### src/rtl/ifetch_seq_pkg.sv
// Shared definitions for the instruction-fetch sequencer: state encoding,
// word width and default PC parameters.
package ifetch_seq_pkg;

  localparam int XLEN = 32;

  localparam logic [XLEN-1:0] DEFAULT_RESET_PC = 32'h0040_0000;
  localparam logic [XLEN-1:0] DEFAULT_PC_STEP  = 32'd4;

  typedef enum logic [1:0] {
    ST_BOOT = 2'd0,
    ST_REQ  = 2'd1,
    ST_HOLD = 2'd2
  } fetch_state_e;

  // Redirect targets are forced onto a word boundary.
  function automatic logic [XLEN-1:0] word_align(input logic [XLEN-1:0] addr);
    return {addr[XLEN-1:2], 2'b00};
  endfunction

endpackage

### src/rtl/ifetch_seq_if.sv
// Fetch-side bus bundle: instruction-memory req/ack handshake plus the
// one-entry valid/ready buffer presented to decode.
interface ifetch_seq_if;
  import ifetch_seq_pkg::*;

  logic            imem_req;
  logic [XLEN-1:0] imem_addr;
  logic            imem_ack;
  logic [XLEN-1:0] imem_rdata;

  logic            instr_valid;
  logic            instr_ready;
  logic [XLEN-1:0] instr;
  logic [XLEN-1:0] instr_pc;

  // Sequencer side.
  modport master (
    output imem_req, imem_addr, instr_valid, instr, instr_pc,
    input  imem_ack, imem_rdata, instr_ready
  );

  // Memory and decode side.
  modport slave (
    input  imem_req, imem_addr, instr_valid, instr, instr_pc,
    output imem_ack, imem_rdata, instr_ready
  );

endinterface

### src/rtl/ifetch_seq.sv
// Instruction-fetch sequencer: drives the external PC register, fetches the
// word at the PC and buffers it for decode; execute redirects take priority.
module ifetch_seq
  import ifetch_seq_pkg::*;
#(
  parameter logic [XLEN-1:0] RESET_PC = DEFAULT_RESET_PC,
  parameter logic [XLEN-1:0] PC_STEP  = DEFAULT_PC_STEP
) (
  input  logic            clk,
  input  logic            rst,
  input  logic [XLEN-1:0] pc_cur,
  output logic            pc_ena,
  output logic [XLEN-1:0] pc_next,
  input  logic            redirect_valid,
  input  logic [XLEN-1:0] redirect_target,
  ifetch_seq_if.master    fetch
);

  fetch_state_e    state_q, state_d;
  logic [XLEN-1:0] instr_q, instr_d;
  logic [XLEN-1:0] instr_pc_q, instr_pc_d;

  logic            imem_req_c;
  logic [XLEN-1:0] imem_addr_c;
  logic            instr_valid_c;

  always_comb begin
    state_d       = state_q;
    instr_d       = instr_q;
    instr_pc_d    = instr_pc_q;
    pc_ena        = 1'b0;
    pc_next       = '0;
    imem_req_c    = 1'b0;
    imem_addr_c   = '0;
    instr_valid_c = 1'b0;

    // Reset forces every decoded output low; the register update is in the ff.
    if (!rst) begin
      unique case (state_q)
        ST_BOOT: begin
          pc_ena  = 1'b1;
          pc_next = RESET_PC;
          state_d = ST_REQ;
        end

        ST_REQ: begin
          imem_req_c  = 1'b1;
          imem_addr_c = pc_cur;
          if (redirect_valid) begin
            // A word acked in the same cycle is dropped.
            pc_ena  = 1'b1;
            pc_next = word_align(redirect_target);
            state_d = ST_REQ;
          end else if (fetch.imem_ack) begin
            instr_d    = fetch.imem_rdata;
            instr_pc_d = pc_cur;
            pc_ena     = 1'b1;
            pc_next    = pc_cur + PC_STEP;
            state_d    = ST_HOLD;
          end
        end

        ST_HOLD: begin
          instr_valid_c = 1'b1;
          if (redirect_valid) begin
            pc_ena  = 1'b1;
            pc_next = word_align(redirect_target);
            state_d = ST_REQ;
          end else if (fetch.instr_ready) begin
            state_d = ST_REQ;
          end
        end

        default: state_d = ST_BOOT;
      endcase
    end
  end

  always_ff @(posedge clk) begin
    if (rst) begin
      state_q    <= ST_BOOT;
      instr_q    <= '0;
      instr_pc_q <= '0;
    end else begin
      state_q    <= state_d;
      instr_q    <= instr_d;
      instr_pc_q <= instr_pc_d;
    end
  end

  assign fetch.imem_req    = imem_req_c;
  assign fetch.imem_addr   = imem_addr_c;
  assign fetch.instr_valid = instr_valid_c;
  assign fetch.instr       = instr_q;
  assign fetch.instr_pc    = instr_pc_q;

endmodule
### src/flat_wrapper.sv
// flat-port wrapper written by rule: the top's interface ports become plain ports
module ifetch_seq_flat import ifetch_seq_pkg::*;
#(
  parameter logic [XLEN-1:0] RESET_PC = DEFAULT_RESET_PC,
  parameter logic [XLEN-1:0] PC_STEP  = DEFAULT_PC_STEP
)
  (clk, rst, pc_cur, pc_ena, pc_next, redirect_valid, redirect_target, fetch_imem_req, fetch_imem_addr, fetch_instr_valid, fetch_instr, fetch_instr_pc, fetch_imem_ack, fetch_imem_rdata, fetch_instr_ready);
  ifetch_seq_if fetch_i ();
  input  logic clk;
  input  logic rst;
  input  logic [XLEN-1:0] pc_cur;
  output logic pc_ena;
  output logic [XLEN-1:0] pc_next;
  input  logic redirect_valid;
  input  logic [XLEN-1:0] redirect_target;
  output wire logic [$bits(fetch_i.imem_req)-1:0] fetch_imem_req;
  output wire logic [$bits(fetch_i.imem_addr)-1:0] fetch_imem_addr;
  output wire logic [$bits(fetch_i.instr_valid)-1:0] fetch_instr_valid;
  output wire logic [$bits(fetch_i.instr)-1:0] fetch_instr;
  output wire logic [$bits(fetch_i.instr_pc)-1:0] fetch_instr_pc;
  input wire logic [$bits(fetch_i.imem_ack)-1:0] fetch_imem_ack;
  input wire logic [$bits(fetch_i.imem_rdata)-1:0] fetch_imem_rdata;
  input wire logic [$bits(fetch_i.instr_ready)-1:0] fetch_instr_ready;
  assign fetch_imem_req = fetch_i.imem_req;
  assign fetch_imem_addr = fetch_i.imem_addr;
  assign fetch_instr_valid = fetch_i.instr_valid;
  assign fetch_instr = fetch_i.instr;
  assign fetch_instr_pc = fetch_i.instr_pc;
  assign fetch_i.imem_ack = fetch_imem_ack;
  assign fetch_i.imem_rdata = fetch_imem_rdata;
  assign fetch_i.instr_ready = fetch_instr_ready;
  ifetch_seq #(.RESET_PC(RESET_PC), .PC_STEP(PC_STEP)) u_core (.clk(clk), .rst(rst), .pc_cur(pc_cur), .pc_ena(pc_ena), .pc_next(pc_next), .redirect_valid(redirect_valid), .redirect_target(redirect_target), .fetch(fetch_i));
endmodule
### config.mk
export PLATFORM = sky130hd
export DESIGN_NAME = ifetch_seq_flat
export DESIGN_NICKNAME = d
export VERILOG_FILES = /design/src/rtl/ifetch_seq_pkg.sv /design/src/rtl/ifetch_seq_if.sv /design/src/rtl/ifetch_seq.sv /design/src/flat_wrapper.sv
export SDC_FILE = /design/constraint.sdc
export NUM_CORES = 1
export LEC_CHECK = 0
export CAP_MARGIN = 20
export CELL_PAD_IN_SITES_DETAIL_PLACEMENT = 0
export CELL_PAD_IN_SITES_GLOBAL_PLACEMENT = 2
export CORE_UTILIZATION = 19
export CTS_CLUSTER_DIAMETER = 100
export CTS_CLUSTER_SIZE = 12
export DETAILED_ROUTE_END_ITERATION = 8
export HOLD_SLACK_MARGIN = 0.08
export PLACE_DENSITY = 0.95
export SYNTH_ARGS = -nofsm -noshare
export SYNTH_HDL_FRONTEND = slang
export SYNTH_SLANG_ARGS = --single-unit
### constraint.sdc
create_clock -name clk -period 6.1 [get_ports clk]
set_clock_uncertainty 0.1 [all_clocks]
set_input_delay 1.525 -clock clk [delete_from_list [all_inputs] [get_ports clk]]
set_output_delay 1.525 -clock clk [all_outputs]
set_load 0.05 [all_outputs]
# Yosys cells after proc, flatten, opt, wreduce, memory -nomap -nowiden
# Index checks and enable logic that the tools add are counted.
# word_totals
regBits	66
latchBits	0
mem_bits_rw	0
romBits	0
out_inout_bits	131
n_memories	0
# classes
n_addsub	1
n_mul	0
div	0
order_cmp	0
eq_ne	4
n_shift	0
muxes	21
bitwise	1
reduce_logical	3
# op_table
op	n
$mux W32	6
$pmux W32 S3	1
$add A32 B3 Y32 const B	1
$mux W1	8
$mux W2	4
$ne A3 B3 Y1 const B	2
$pmux W2 S3	1
$pmux W1 S3	1
$reduce_and A3 Y1	1
$eq A2 B1 Y1 const B	1
$eq A2 B2 Y1 const B	1
$logic_not A2 Y1	1
$reduce_and A2 Y1	1
$not A1 Y1	1

# Longest topological paths before layout
# logic_depth
depth_word	5
mapped_depth	7

# Least setup slack after synthesis
# Ideal clock, no wire load.
# synth_timing
kind	input port to output port
from	in pc_cur[9]
to	out pc_next[25]
arrival_time_ps	3539
t_required_ps	4475
slack_ps	936
cell_stages	5
n_path_buf	1
path_cell_list	buf_2 -> nand4_1 -> or4_4 -> or3_1 -> o211ai_1
# synth_via
elab_chain_cells	5
# synth_lines
element	line_no	source
from (decl)	flat_wrapper.sv:11	input logic [XLEN-1:0] pc_cur;
$add A32 B3 Y32	ifetch_seq.sv:58	pc_next = pc_cur + PC_STEP;
$mux W32	ifetch_seq.sv:54	end else if (fetch.imem_ack) begin
$mux W32	ifetch_seq.sv:49	if (redirect_valid) begin
$pmux W32 S3	ifetch_seq.sv:39	unique case (state_q)
$mux W32	ifetch_seq.sv:38	if (!rst) begin
to (decl)	flat_wrapper.sv:13	output logic [XLEN-1:0] pc_next;
# Every way passes these cells.

# Worst setup path in the final report
# layout_timing
from	in pc_cur[2]
to	out pc_next[28]
# The elaborated chain is that of the path after synthesis.

==> results.md <==
- Critical path peak fanout: 10
- Seq. cell area: 0.00132 mm^2
- Clock Sink Count: 66
- Mapped Avg Cell Area: 6.97 um^2
- Final hold violation count: 0
- Hold Crit Endpoint: u_core.fetch.instr[14]
- Cells resized by post-CTS repair: 0
- Largest net degree at the start of global routing: 72
- Detail-routed net length per standard cell: 16.1 um
- Core Footprint: 0.0187 mm^2
- RSZ-0062 raised after global routing: no
- NumNets Final: 838
- Number of diodes: 0
- Cells after synthesis: 522
- Antenna violations before repair: 0
- Area of the die: 0.0197 mm^2
- Final setup viols: 0
- Pins over their slew limit: 0
- Fraction of post-synthesis cell area in the top cell type by area: 36.3%
- Pwr Density: 209 mW/mm^2
- Layout Area Growth over Synthesis: 86.5%
- Clock latency reported for the late side of the worst-skew pair: 330 ps
- Proportion of synthesized chip area in sequential cells: 36.3%
- Worst path required time: 4470 ps
- Number of design-rule violations left by the first detailed-router iteration: 200
- Cell depth of the worst min-delay path: 2
- Setup slack on the worst flop-to-flop path: just under 4000 ps
- Clock tree from TritonCTS: yes
- #FFs+latches synth: 66
- Master cell of the clock root buffer: sky130_fd_sc_hd__clkbuf_16
- Category of the worst setup path launch point: input port
- WS Path Type: input port to primary output
- Boundary pin count: 232
- Most numerous cell in the Yosys netlist: sky130_fd_sc_hd__nand2_1
- Terminus of the critical flop-to-flop path: u_core.fetch.instr_pc[0]
- First-pass GRT wire length: around 24 mm
- Fraction of registers with async set/reset: 0%
- Overall die height: 140 um
- Clock input transition at the sequential cells of the worst setup and hold paths: ~60 ps
- Max transition margin: 45.0%
- Number of hold buffers added after cts: 0
- R2R Path Start: u_core.state_q[1]
- Number of nets in the synthesized netlist: 624
- Number of buffers on the longest clock path: 2
- Most common flop cell mapped by yosys: sky130_fd_sc_hd__dfxtp_1
- Maximum achievable frequency: 180 MHz
- Width of the die: 140 um
- Final-layout setup total negative slack: 0 ps
- Residual DRC count: 0
- Antenna-violating nets left: 0
- Class of the tightest hold or removal check: flop to flop
- Number of core rows: 50
- Global router's overall resource usage: between 10% and 20%
- Arrival time of data at the critical path endpoint: 3920 ps
- Initial core utilization: 19.4%
- Worst slew pin tran: 825 ps
- Status: finished clean
- Synthesized area: 0.00364 mm^2
- Synthesis warning total: 0
- Number of optimization iterations in the first detailed-route pass: 5
- Post-synthesis cell type with the largest combined area: sky130_fd_sc_hd__dfxtp_1
- Via count of the first global-routing pass: 4,160
- Fraction of final layout cells sized beyond drive strength 1: a little under a tenth
- Synth area leaders: sky130_fd_sc_hd__dfxtp_1 (36%), sky130_fd_sc_hd__nand2_1 (16%), sky130_fd_sc_hd__a21oi_1 (9.1%)
- Unique cell type count in the Yosys netlist: 49
- # Post-CTS Setup Buffers: 0
- Worst-case hold slack: 350 ps
- Worst R2R Path Depth: 5
- Final-layout fill cell count: 1,946
- Total area of multi-input combinational cells: approximately 0.0021 mm^2
- Leakage power figure: 2.40 nW
- Largest vdd supply drop: 0.000117 V
- Hold path startpoint: u_core.fetch.instr[14]
- Clock period minus worst slack: 5540 ps
- Count of buffers inserted at the top-level ports: about 230
- Most frequent cells after synthesis: sky130_fd_sc_hd__nand2_1 (157), sky130_fd_sc_hd__a21oi_1 (66), sky130_fd_sc_hd__dfxtp_1 (66)
- Level count of the clock H-tree: 3
- Routability Congestion: just over 0.7
- CTS Buf Count: 9
- Total congestion overflow: 0
- Number of flops mapped to enable cells by yosys: 0
- Hpwl dp: 11.4 mm
- Total number of vias: 4,415
- Number of max-capacitance violations reported: 0
- Endpoint class of the critical path: primary output
- Vias per Instance: 4.53
- Aggregate routed wire length: approximately 16 mm
- Final worst path period share: 90.9%
-- worst max-delay path by stage --
stage,slack (ps),from,depth (start not counted),end
global route,420,pc_cur[2],7,pc_next[28]
floorplan,940,pc_cur[9],5,pc_next[25]
finish,560,pc_cur[2],7,pc_next[28]
CTS,580,pc_cur[2],7,pc_next[28]
detailed placement,580,pc_cur[2],7,pc_next[28]
global placement,590,pc_cur[2],7,pc_next[28]
-- logic make-up (layout without fill, tap and decap cells) --
logic type | Yosys count | count (layout) | synth area share (%)
buf+inv | 47 | 266 | 5.20
simple gates | 287 | 287 | 37.5
compound gates | 112 | 112 | 18.4
xor+xnor | 8 | 8 | 1.93
fa+ha+maj | 2 | 2 | 0.619
flops | 66 | 66 | 36.3
-- final cells by class --
type,instances,share of cell area (%)
clock inverters,4,1.09
inverters,9,0.498
flip-flops and latches,66,19.5
well taps,234,4.32
multi-input cells,409,31.6
repair buffers,241,39.3
clock buffers,12,3.78
-- sequential cells by signal (all words and copies together) (netlist names) --
signal	cells
u_core.fetch.instr_pc	32
u_core.state_q	2
u_core.fetch.instr	32
-- critical path, stage by stage --
cell and delay [ps]:
sky130_fd_sc_hd__clkdlybuf4s50_1 600, sky130_fd_sc_hd__ha_1 240, sky130_fd_sc_hd__and3_1 290, sky130_fd_sc_hd__nand4_1 370, sky130_fd_sc_hd__or3_1 440, sky130_fd_sc_hd__o211ai_1 270
sky130_fd_sc_hd__buf_12 180
-- report_power, final --
group / internal [mW] / switching [mW] / total (mW)
Clock: 0.381 / 0.206 / 0.587
Combinational: 0.156 / 0.223 / 0.379
Sequential: 0.446 / 0.00753 / 0.453
Total: 0.982 / 0.437 / 1.42
-- layout by cell type, fill, tap and decap left out, types with 9 or more instances in the layout --
| cell | Yosys | routed |
|---|---|---|
| sky130_fd_sc_hd__clkdlybuf4s50_1 | 0 | 197 |
| sky130_fd_sc_hd__nand2_1 | 157 | 156 |
| sky130_fd_sc_hd__a21oi_1 | 66 | 66 |
| sky130_fd_sc_hd__dfxtp_1 | 66 | 66 |
| sky130_fd_sc_hd__buf_12 | 0 | 29 |
| sky130_fd_sc_hd__and2_1 | 27 | 27 |
| sky130_fd_sc_hd__nand3_1 | 27 | 27 |
| sky130_fd_sc_hd__nor2_1 | 19 | 18 |
| sky130_fd_sc_hd__buf_4 | 0 | 14 |
| sky130_fd_sc_hd__nand4_1 | 10 | 10 |
| sky130_fd_sc_hd__o211ai_1 | 10 | 10 |
| sky130_fd_sc_hd__o21ai_0 | 10 | 10 |
| sky130_fd_sc_hd__clkbuf_16 | 0 | 9 |
-- layer usage --
layer,vias to the layer above,global-route usage (%),share of wire (%)
li1,2221,-,-
met4,0,4.16,1.2
met3,11,5.44,7.9
met2,155,26.0,47
met1,2028,20.6,44
met5,-,0,0
-- per-stage QoR --
stage                     setup slack (ps)  power (mW)  instance area, um^2  instances  util, %
after CTS                              578        1.44                 6780        975     36.3
after floorplan                        936       0.653                 3640        522        -
after global placement                 595       0.843                 6450        959     34.5
after detailed placement               579       0.844                 6450        959     34.5
final                                  555        1.42                 6780        975     36.3
after global routing                   422        1.48                 6780        975     36.3
No activity file was read; power rests on OpenSTA's default activity.
